$ cat src/rtl/tl_resp_pkg.sv
// Shared TileLink-UL constants and FSM state type for the TL-UL memory responder.
package tl_resp_pkg;

    localparam logic [2:0] TL_A_PUT_FULL        = 3'd0;
    localparam logic [2:0] TL_A_PUT_PARTIAL     = 3'd1;
    localparam logic [2:0] TL_A_GET             = 3'd4;
    localparam logic [2:0] TL_D_ACCESS_ACK      = 3'd0;
    localparam logic [2:0] TL_D_ACCESS_ACK_DATA = 3'd1;

    typedef enum logic [1:0] {
        ST_IDLE = 2'd0,
        ST_WAIT = 2'd1,
        ST_RESP = 2'd2
    } tl_state_e;

    // Low address bits that must be zero for a naturally aligned access of 2**size bytes.
    function automatic logic [2:0] size_align_mask(input logic [1:0] size);
        logic [2:0] mask;
        case (size)
            2'd0:    mask = 3'b000;
            2'd1:    mask = 3'b001;
            2'd2:    mask = 3'b011;
            default: mask = 3'b111;
        endcase
        return mask;
    endfunction

endpackage

$ cat src/rtl/tl_resp_mem.sv
// DEPTH x 64-bit byte-masked register file: one write port, one combinational read port,
// asynchronous active-low clear of every word.
module tl_resp_mem
    import tl_resp_pkg::*;
#(
    parameter int DEPTH = 16,
    parameter int IDX_W = $clog2(DEPTH)
) (
    input  logic             i_clk,
    input  logic             i_rst_n,
    input  logic             i_we,
    input  logic [IDX_W-1:0] i_waddr,
    input  logic [7:0]       i_wmask,
    input  logic [63:0]      i_wdata,
    input  logic [IDX_W-1:0] i_raddr,
    output logic [63:0]      o_rdata
);

    logic [63:0] r_mem [DEPTH];

    always_ff @(posedge i_clk or negedge i_rst_n) begin
        if (!i_rst_n) begin
            for (int i = 0; i < DEPTH; i++) begin
                r_mem[i] <= '0;
            end
        end else if (i_we) begin
            for (int b = 0; b < 8; b++) begin
                if (i_wmask[b]) begin
                    r_mem[i_waddr][8*b +: 8] <= i_wdata[8*b +: 8];
                end
            end
        end
    end

    assign o_rdata = r_mem[i_raddr];

endmodule

$ cat src/rtl/tl_ul_responder.sv
// TL-UL single-beat memory responder: one outstanding request, fixed A-to-D latency,
// denies unsupported, misaligned or out-of-range accesses without touching the store.
module tl_ul_responder
    import tl_resp_pkg::*;
#(
    parameter logic [31:0] BASE_ADDR = 32'h7000_0000,
    parameter int          DEPTH     = 16,
    parameter int          LATENCY   = 1
) (
    input  logic        clock,
    input  logic        reset,
    input  logic        tl_slave_a_valid,
    output logic        tl_slave_a_ready,
    input  logic [2:0]  tl_slave_a_bits_opcode,
    input  logic [2:0]  tl_slave_a_bits_param,
    input  logic [3:0]  tl_slave_a_bits_size,
    input  logic [1:0]  tl_slave_a_bits_source,
    input  logic [31:0] tl_slave_a_bits_address,
    input  logic [7:0]  tl_slave_a_bits_mask,
    input  logic [63:0] tl_slave_a_bits_data,
    input  logic        tl_slave_a_bits_corrupt,
    output logic        tl_slave_d_valid,
    input  logic        tl_slave_d_ready,
    output logic [2:0]  tl_slave_d_bits_opcode,
    output logic [1:0]  tl_slave_d_bits_param,
    output logic [3:0]  tl_slave_d_bits_size,
    output logic [1:0]  tl_slave_d_bits_source,
    output logic [1:0]  tl_slave_d_bits_sink,
    output logic        tl_slave_d_bits_denied,
    output logic [63:0] tl_slave_d_bits_data,
    output logic        tl_slave_d_bits_corrupt,
    output tl_state_e   o_dbg_state
);

    localparam int          IDX_W    = $clog2(DEPTH);
    localparam logic [32:0] SPAN     = 33'(DEPTH * 8);
    localparam logic [2:0]  CNT_LOAD = (LATENCY > 1) ? 3'(LATENCY - 2) : 3'd0;

    // A fires only in IDLE; D fires only in RESP. Both follow valid & ready with the
    // sender holding its payload stable while valid is high and ready is low.
    tl_state_e   r_state, w_state_nxt;
    logic [2:0]  r_cnt;
    logic [2:0]  r_d_opcode;
    logic [3:0]  r_d_size;
    logic [1:0]  r_d_source;
    logic        r_d_denied;
    logic        r_d_corrupt;
    logic [63:0] r_d_data;

    logic [32:0]      w_offset;
    logic             w_in_range;
    logic             w_size_ok;
    logic             w_aligned;
    logic             w_is_get;
    logic             w_is_put;
    logic             w_denied;
    logic             w_a_fire;
    logic             w_mem_we;
    logic [IDX_W-1:0] w_idx;
    logic [63:0]      w_rdata;
    logic             w_unused;

    assign w_offset   = {1'b0, tl_slave_a_bits_address} - {1'b0, BASE_ADDR};
    assign w_in_range = !w_offset[32] && (w_offset < SPAN);
    assign w_idx      = w_offset[IDX_W+2:3];
    assign w_size_ok  = (tl_slave_a_bits_size[3:2] == 2'b00);
    assign w_aligned  = (tl_slave_a_bits_address[2:0] &
                         size_align_mask(tl_slave_a_bits_size[1:0])) == 3'b000;
    assign w_is_get   = (tl_slave_a_bits_opcode == TL_A_GET);
    assign w_is_put   = (tl_slave_a_bits_opcode == TL_A_PUT_FULL) ||
                        (tl_slave_a_bits_opcode == TL_A_PUT_PARTIAL);
    assign w_denied   = !(w_is_get || w_is_put) || !w_size_ok || !w_aligned || !w_in_range;
    assign w_a_fire   = tl_slave_a_valid && tl_slave_a_ready;
    assign w_mem_we   = w_a_fire && w_is_put && !w_denied;
    assign w_unused   = ^{tl_slave_a_bits_param, tl_slave_a_bits_corrupt, w_offset[2:0]};

    tl_resp_mem #(
        .DEPTH (DEPTH),
        .IDX_W (IDX_W)
    ) u_mem (
        .i_clk   (clock),
        .i_rst_n (reset),
        .i_we    (w_mem_we),
        .i_waddr (w_idx),
        .i_wmask (tl_slave_a_bits_mask),
        .i_wdata (tl_slave_a_bits_data),
        .i_raddr (w_idx),
        .o_rdata (w_rdata)
    );

    always_comb begin
        w_state_nxt = r_state;
        case (r_state)
            ST_IDLE: if (tl_slave_a_valid) w_state_nxt = (LATENCY == 1) ? ST_RESP : ST_WAIT;
            ST_WAIT: if (r_cnt == 3'd0)    w_state_nxt = ST_RESP;
            ST_RESP: if (tl_slave_d_ready) w_state_nxt = ST_IDLE;
            default:                       w_state_nxt = ST_IDLE;
        endcase
    end

    always_ff @(posedge clock or negedge reset) begin
        if (!reset) begin
            r_state <= ST_IDLE;
            r_cnt   <= 3'd0;
        end else begin
            r_state <= w_state_nxt;
            if (w_a_fire) begin
                r_cnt <= CNT_LOAD;
            end else if (r_state == ST_WAIT && r_cnt != 3'd0) begin
                r_cnt <= r_cnt - 3'd1;
            end
        end
    end

    // Response header and data are frozen at A-fire so they stay stable through D back-pressure.
    always_ff @(posedge clock or negedge reset) begin
        if (!reset) begin
            r_d_opcode  <= 3'd0;
            r_d_size    <= 4'd0;
            r_d_source  <= 2'd0;
            r_d_denied  <= 1'b0;
            r_d_corrupt <= 1'b0;
            r_d_data    <= 64'd0;
        end else if (w_a_fire) begin
            r_d_opcode  <= w_is_get ? TL_D_ACCESS_ACK_DATA : TL_D_ACCESS_ACK;
            r_d_size    <= tl_slave_a_bits_size;
            r_d_source  <= tl_slave_a_bits_source;
            r_d_denied  <= w_denied;
            r_d_corrupt <= w_denied && w_is_get;
            r_d_data    <= (w_is_get && !w_denied) ? w_rdata : 64'd0;
        end
    end

    assign tl_slave_a_ready        = (r_state == ST_IDLE);
    assign tl_slave_d_valid        = (r_state == ST_RESP);
    assign tl_slave_d_bits_opcode  = r_d_opcode;
    assign tl_slave_d_bits_param   = 2'd0;
    assign tl_slave_d_bits_size    = r_d_size;
    assign tl_slave_d_bits_source  = r_d_source;
    assign tl_slave_d_bits_sink    = 2'd0;
    assign tl_slave_d_bits_denied  = r_d_denied;
    assign tl_slave_d_bits_data    = r_d_data;
    assign tl_slave_d_bits_corrupt = r_d_corrupt;
    assign o_dbg_state             = r_state;

endmodule

$ cat config.mk
export PLATFORM = sky130hd
export DESIGN_NAME = tl_ul_responder
export DESIGN_NICKNAME = d
export VERILOG_FILES = /design/src/rtl/tl_resp_pkg.sv /design/src/rtl/tl_resp_mem.sv /design/src/rtl/tl_ul_responder.sv
export SDC_FILE = /design/constraint.sdc
export NUM_CORES = 2
export LEC_CHECK = 0
export CAP_MARGIN = 40
export CELL_PAD_IN_SITES_DETAIL_PLACEMENT = 1
export CELL_PAD_IN_SITES_GLOBAL_PLACEMENT = 1
export CORE_MARGIN = 8
export CORE_UTILIZATION = 54
export DETAILED_ROUTE_END_ITERATION = 7
export PLACE_DENSITY = 0.81
export RECOVER_POWER = 100
export SYNTH_ARGS = -nofsm -noshare
export SYNTH_HDL_FRONTEND = slang
export SYNTH_HIERARCHICAL = 1
export SYNTH_SLANG_ARGS = --single-unit
$ cat constraint.sdc
create_clock -name clock -period 7.6 [get_ports clock]
set_input_delay 1.14 -clock clock [delete_from_list [all_inputs] [get_ports clock]]
set_output_delay 1.14 -clock clock [all_outputs]
set_load 0.03 [all_outputs]
**After elaboration in Yosys (flattened, before gate mapping)**

Cells that the tools add are included.

- Register bits after elaboration: 1104
- Output and inout port bits: 83
- Bits of input ports: 121
- Logic and storage cells: 119

- Magnitude comparators: 3
- Equal/unequal tests: 9
- Add/subtract/negate cells: 2
- Multiplexer cells: 51
- Reduce and logical (&&, ||, !) cells: 28
- Bitwise gates (word level): 2

Operator list:

| cell | count |
|---|---|
| $mux 1024 | 15 |
| $bwmux 1024 | 8 |
| $demux 64 s4 | 8 |
| $bmux 64 s4 | 1 |
| $mux 64 | 4 |
| $mux 56 | 1 |
| $mux 48 | 1 |
| $mux 40 | 1 |
| $lt 33x8->1 const B | 1 |
| $sub 32x31->33 const B | 1 |
| $mux 32 | 1 |
| $mux 24 | 1 |
| $mux 16 | 1 |
| $logic_not 3->1 | 3 |
| $pmux 3 s3 | 1 |
| $logic_and 1x1->1 | 8 |
| $mux 8 | 1 |
| $logic_not 1->1 | 6 |
| $logic_not 2->1 | 3 |
| $mux 2 | 3 |
| $mux 3 | 2 |
| $pmux 2 s3 | 1 |
| $ge 5x5->1 const B | 1 |
| $logic_or 1x1->1 | 5 |
| 14 further kinds | 17 |

**Depth between registers and ports, before layout**

- Depth after elaboration: 30
- Mapped depth: 11
- Depth with buffers taken out: 8

**Hierarchy**

Netlist, hierarchy kept.

By module, submodules not included:

| module | times used | seq. area each (sq um) | area an instance (sq um) | cells each |
|---|---|---|---|---|
| tl_resp_mem | 1 | 25624.6 | 47475.5 | 2857 |
| tl_ul_responder | 1 | 1851.8 | 3170.5 | 332 |

**Worst setup path before layout**

OpenSTA, ideal clock, no wires.

- Kind: input-to-reg
- Start: in tl_slave_a_bits_address[28]
- End: reg u_mem/r_mem[280] in the netlist's numbering
- Path buffers: 3
- Setup time: 0.125 ns
- Data arrival time: 4.277 ns
- Slack: 3.197 ns
- Stages on the path: 11
- Data required time: 7.475 ns
- Path through: ha_1 -> nor4b_1 -> nand4_1 -> or4_4 -> buf_6 -> nor4_1 -> buf_4 -> buf_8 -> nand4_4 -> nor2_8 -> mux2_4

- Word-level cells in the longest chain between the ends: 7

RTL lines:

| element | RTL line | RTL |
|---|---|---|
| start, declared | tl_ul_responder.sv:18 | `input logic [31:0] tl_slave_a_bits_address,` |
| $sub 32x31->33 (*) | tl_ul_responder.sv:63 | `assign w_offset = {1'b0, tl_slave_a_bits_address} - {1'b0, BASE_ADDR};` |
| $lt 33x8->1 or $logic_not 1->1 (tied branches) | tl_ul_responder.sv:64 | `assign w_in_range = !w_offset[32] && (w_offset < SPAN);` |
| $logic_and 1x1->1 (*) | tl_ul_responder.sv:64 |  |
| $logic_not 1->1 (*) | tl_ul_responder.sv:72 | `assign w_denied = !(w_is_get \|\| w_is_put) \|\| !w_size_ok \|\| !w_aligned \|\| !w_in_range;` |
| $logic_or 1x1->1 (*) | tl_ul_responder.sv:72 |  |
| $logic_not 1->1 (*) | tl_ul_responder.sv:74 | `assign w_mem_we = w_a_fire && w_is_put && !w_denied;` |
| $logic_and 1x1->1 (*) | tl_ul_responder.sv:74 |  |
| net w_mem_we | tl_ul_responder.sv:58 | `logic w_mem_we;` |
| end signal, assigned by index | tl_resp_mem.sv:29 | `r_mem[i_waddr][8*b +: 8] <= i_wdata[8*b +: 8];` |
| end, declared | tl_resp_mem.sv:19 | `logic [63:0] r_mem [DEPTH];` |

The timed path passes the listed nets; every way through them passes the cells marked *.
A chain may end at the register's enable or synchronous reset.

**Worst setup path in the final report**

- Start: in tl_slave_a_bits_address[28]
- End: reg u_mem/r_mem[745] in the netlist's numbering

The elaborated chain is that of the path after synthesis.

==> summary.md <==
| Metric | Value |
|---|---|
| Fin crit share | 83.5% |
| Place WS | 1.45 ns |
| Dpl cells | 4465 |
| Most used DFF post-synth | dfrtp_1 |
| Cell Pwr Density | 213 mW/mm² |
| First DRT Iteration DRCs | 2044 |
| Routed WL | 137 mm |
| Post-route insts no fill | 4678 |
| Hold buffers post-CTS | 0 |
| HP Start | tl_slave_d_bits_data[57] |
| Final setup margin | 1.25 ns |
| Status | complete, but fails checks |
| Final min period | 6.35 ns |
| Dpl hpwl | 83.5 mm |
| Root Buffer | clkbuf_16 |
| Initial Utilization | 54.3% |
| Largest net degree at the start of global routing | 198 |
| Clock-pin transition on the worst setup and hold timing paths | 0.06 ns |
| Setup Skew | 0.0218 ns |
| Final hold viol count | 0 |
| CP startpoint kind | primary input |
| Hold EP | tl_slave_d_bits_data[57] |
| Yosys synthesis warning count | 6 |
| Fin. max-slew vios | 699 |
| Routed vias/inst | 6.28 |
| Core Util, Final | 61.2% |
| Number of global-route vias before repair | 34274 |
| Remaining DRCs | 0 |
| Die ar. | 0.104 mm² |
| CTS resizes | 0 |
| Share of layout cells above drive strength 1 | 44.5% |
| Final setup TNS | 0 ns |
| Core box area | 0.0932 mm² |
| WHS Path Cells | 2 |
| Layout Nets | 3451 |
| Die width | 322 µm |
| CP Data Required Time | 8.16 ns |
| Via count | 29384 |
| Failing checks | capacitance limit, slew limit |
| Longest Clk Path Bufs | 3 |
| Global-route wire length before repair | 215 mm |
| Cells after Synth | 3189 |
| Post-synthesis async set-or-reset flop share | 100% |
| Overall power | 12.2 mW |
| Initial antenna violation count | 10 |
| Per-cell routed wire length | 29.4 µm |
| Min Hold Slack | 0.475 ns |
| H-Tree Depth | 3 |
| Number of port buffers | 192 |
| R2r setup slk | 2.47 ns |
| Number of cells on the worst reg-to-reg path | 8 |
| Synth cell types | 48 |
| DP Area | 0.0538 mm² |
| I/O pin cnt | 204 |
| Peak VDD IR | 182 µV |
| Total global routing overflow | 0 |
| Worst-Skew Late Latency | 0.69 ns |
| Crit Path Class | primary input to flip-flop |
| Post-synthesis sequential area ratio | 54.3% |
| Synth area leaders | dfrtp_1 54%, mux2_2 22%, mux4_2 11% |
| Critical Path End Type | flip-flop |
| Placer Congestion | 0.800 |
| First drt pass iteration count | 4 |
| Post-synthesis register bit count | 1098 |
| Crit path max fanout | 34 |
| Max Clk Rate | 157 MHz |
| Worst Tran Pin Value | 3.87 ns |
| Hold WC Path Type | flip-flop to flip-flop |
| Number of flops mapped to enable cells by yosys | 0 |
| # rows | 112 |
| All-Layer GR Usage | 26.8% |
| Detail Route Antenna Nets | 0 |
| Max_slew headroom | -158% |
| # Post-CTS Setup Buffers | 0 |
| Synthesized area | 0.0506 mm² |
| # setup viols final | 0 |
| Synth Area per Inst | 15.9 µm² |
| Post-route cell area | 0.0570 mm² |
| RSZ-0062 raised after global routing | false |
| CTS tree | built |
| Post-synth top area share | 54.3% |
| Reg-to-reg endpoint | tl_slave_d_bits_data[54] |
| FF-to-FF Start | o_dbg_state[1] |
| CTS buffer count | 114 |
| CTS sink count | 1098 |
| Largest area contributor in the netlist | dfrtp_1 |
| Crit path DAT | 6.91 ns |
| Filler cells | 8299 |
| Leak Pwr | 28.2 nW |
| Area growth from synthesis to layout | 12.6% |
| Die Span Y | 322 µm |
| Number of max-cap violations | 11 |
sequential cells by signal, summed over array words and instances, names as in the netlist:
name	cells
tl_slave_d_bits_data	64
tl_slave_d_bits_denied	1
tl_slave_d_bits_size	4
u_mem/r_mem	1024
tl_slave_d_bits_source	2
o_dbg_state	1
tl_slave_d_bits_corrupt	1
tl_slave_d_bits_opcode	1
synth_stat cells (7+ instances only):
master / count
buf_1: 12
buf_6: 11
o21ai_2: 20
mux2_4: 30
o21ai_1: 10
o21ai_0: 37
mux4_2: 256
nand2b_1: 7
nand4_4: 7
nand4b_4: 14
nor2_8: 51
nor2_2: 9
a22oi_1: 128
nand2_1: 196
buf_4: 19
nand2_2: 28
dfrtp_1: 1098
and4bb_2: 8
nor2_4: 33
clkbuf_1: 138
mux2_1: 23
buf_2: 33
mux2_2: 977
per-layer routing:
metal	wire, µm	share of wire (%)	track usage (%)	up-vias
li1	-	-	-	12163
met2	70100	51	45.4	821
met3	7040	5.1	5.04	304
met4	4590	3.3	10.0	4
met5	26	0.019	0	-
met1	55600	40	34.5	16092
worst max-delay path, stage by stage:
cell	delay (ns)
dlygate4sd3_1	0.57
ha_1	0.30
nor4b_1	0.52
nand4_1	0.21
or4_1	1.30
nor4_1	0.60
buf_4	0.38
buf_4	0.56
and4bb_1	0.37
nand2_1	0.45
mux2_2	0.44
layout make-up:
type | count | area (µm²) | share of cell area (%)
diodes | 5 | 12.5 | 0.0219
clock buffers | 158 | 3280 | 5.75
clock inverters | 48 | 539 | 0.946
inverters | 3 | 11.3 | 0.0198
multi-input cells | 1878 | 21700 | 38.0
flip-flops and latches | 1098 | 27500 | 48.2
well taps | 1254 | 1570 | 2.75
repair buffers | 234 | 2470 | 4.33
how the worst max path moves through the flow:
| stage | start | endpoint | slack, ns | cells after the start |
|---|---|---|---|---|
| 2_1_floorplan | tl_slave_a_bits_address[28] | u_mem/r_mem[280] | 3.20 | 11 |
| 3_3_place_gp | tl_slave_a_bits_address[29] | u_mem/r_mem[687] | 1.64 | 11 |
| 3_5_place_dp | tl_slave_a_bits_address[29] | u_mem/r_mem[556] | 1.45 | 11 |
| 4_1_cts | tl_slave_a_bits_address[29] | u_mem/r_mem[556] | 2.13 | 11 |
| 5_1_grt | tl_slave_a_bits_address[28] | u_mem/r_mem[748] | 1.10 | 11 |
| 6_report | tl_slave_a_bits_address[28] | u_mem/r_mem[745] | 1.25 | 11 |
report_power, final:
part	internal (mW)	switching (mW)
Combinational	0.167	0.436
Sequential	5.86	0.00489
Clock	3.34	2.36
Total	9.37	2.80
kinds of logic after synthesis:
family,share of synthesized area [%]
AND/OR/NAND/NOR,6.30
AO/OA/AOI/OAI,2.80
XOR/XNOR,0.0173
other,0.00740
flip-flops,54.3
buffers and inverters,2.09
multiplexers,34.5
adder cells (fa/ha/maj),0.0247
cell usage in the layout, fill, tap and decap left out, types with 5 or more instances in the layout:
| master | Yosys | final |
|---|---|---|
| clkbuf_1 | 138 | 30 |
| buf_4 | 19 | 13 |
| clkbuf_8 | 0 | 22 |
| nand2_1 | 196 | 223 |
| buf_12 | 2 | 11 |
| nor4_1 | 6 | 6 |
| buf_16 | 0 | 6 |
| and4bb_1 | 0 | 8 |
| nand4b_4 | 14 | 12 |
| dlygate4sd3_1 | 0 | 78 |
| mux4_2 | 256 | 256 |
| clkinv_2 | 0 | 29 |
| mux2_2 | 977 | 946 |
| o21ai_0 | 37 | 66 |
| diode_2 | 0 | 5 |
| a22oi_1 | 128 | 128 |
| nor2_1 | 3 | 31 |
| clkdlybuf4s50_1 | 0 | 111 |
| nor2_8 | 51 | 43 |
| clkbuf_16 | 0 | 116 |
| bufinv_16 | 0 | 10 |
| nor2_4 | 33 | 22 |
| dfrtp_1 | 1098 | 1098 |
| conb_1 | 1 | 7 |
| nand4_4 | 7 | 6 |
| mux2_1 | 23 | 80 |
No activity file was read; power rests on OpenSTA's default activity.
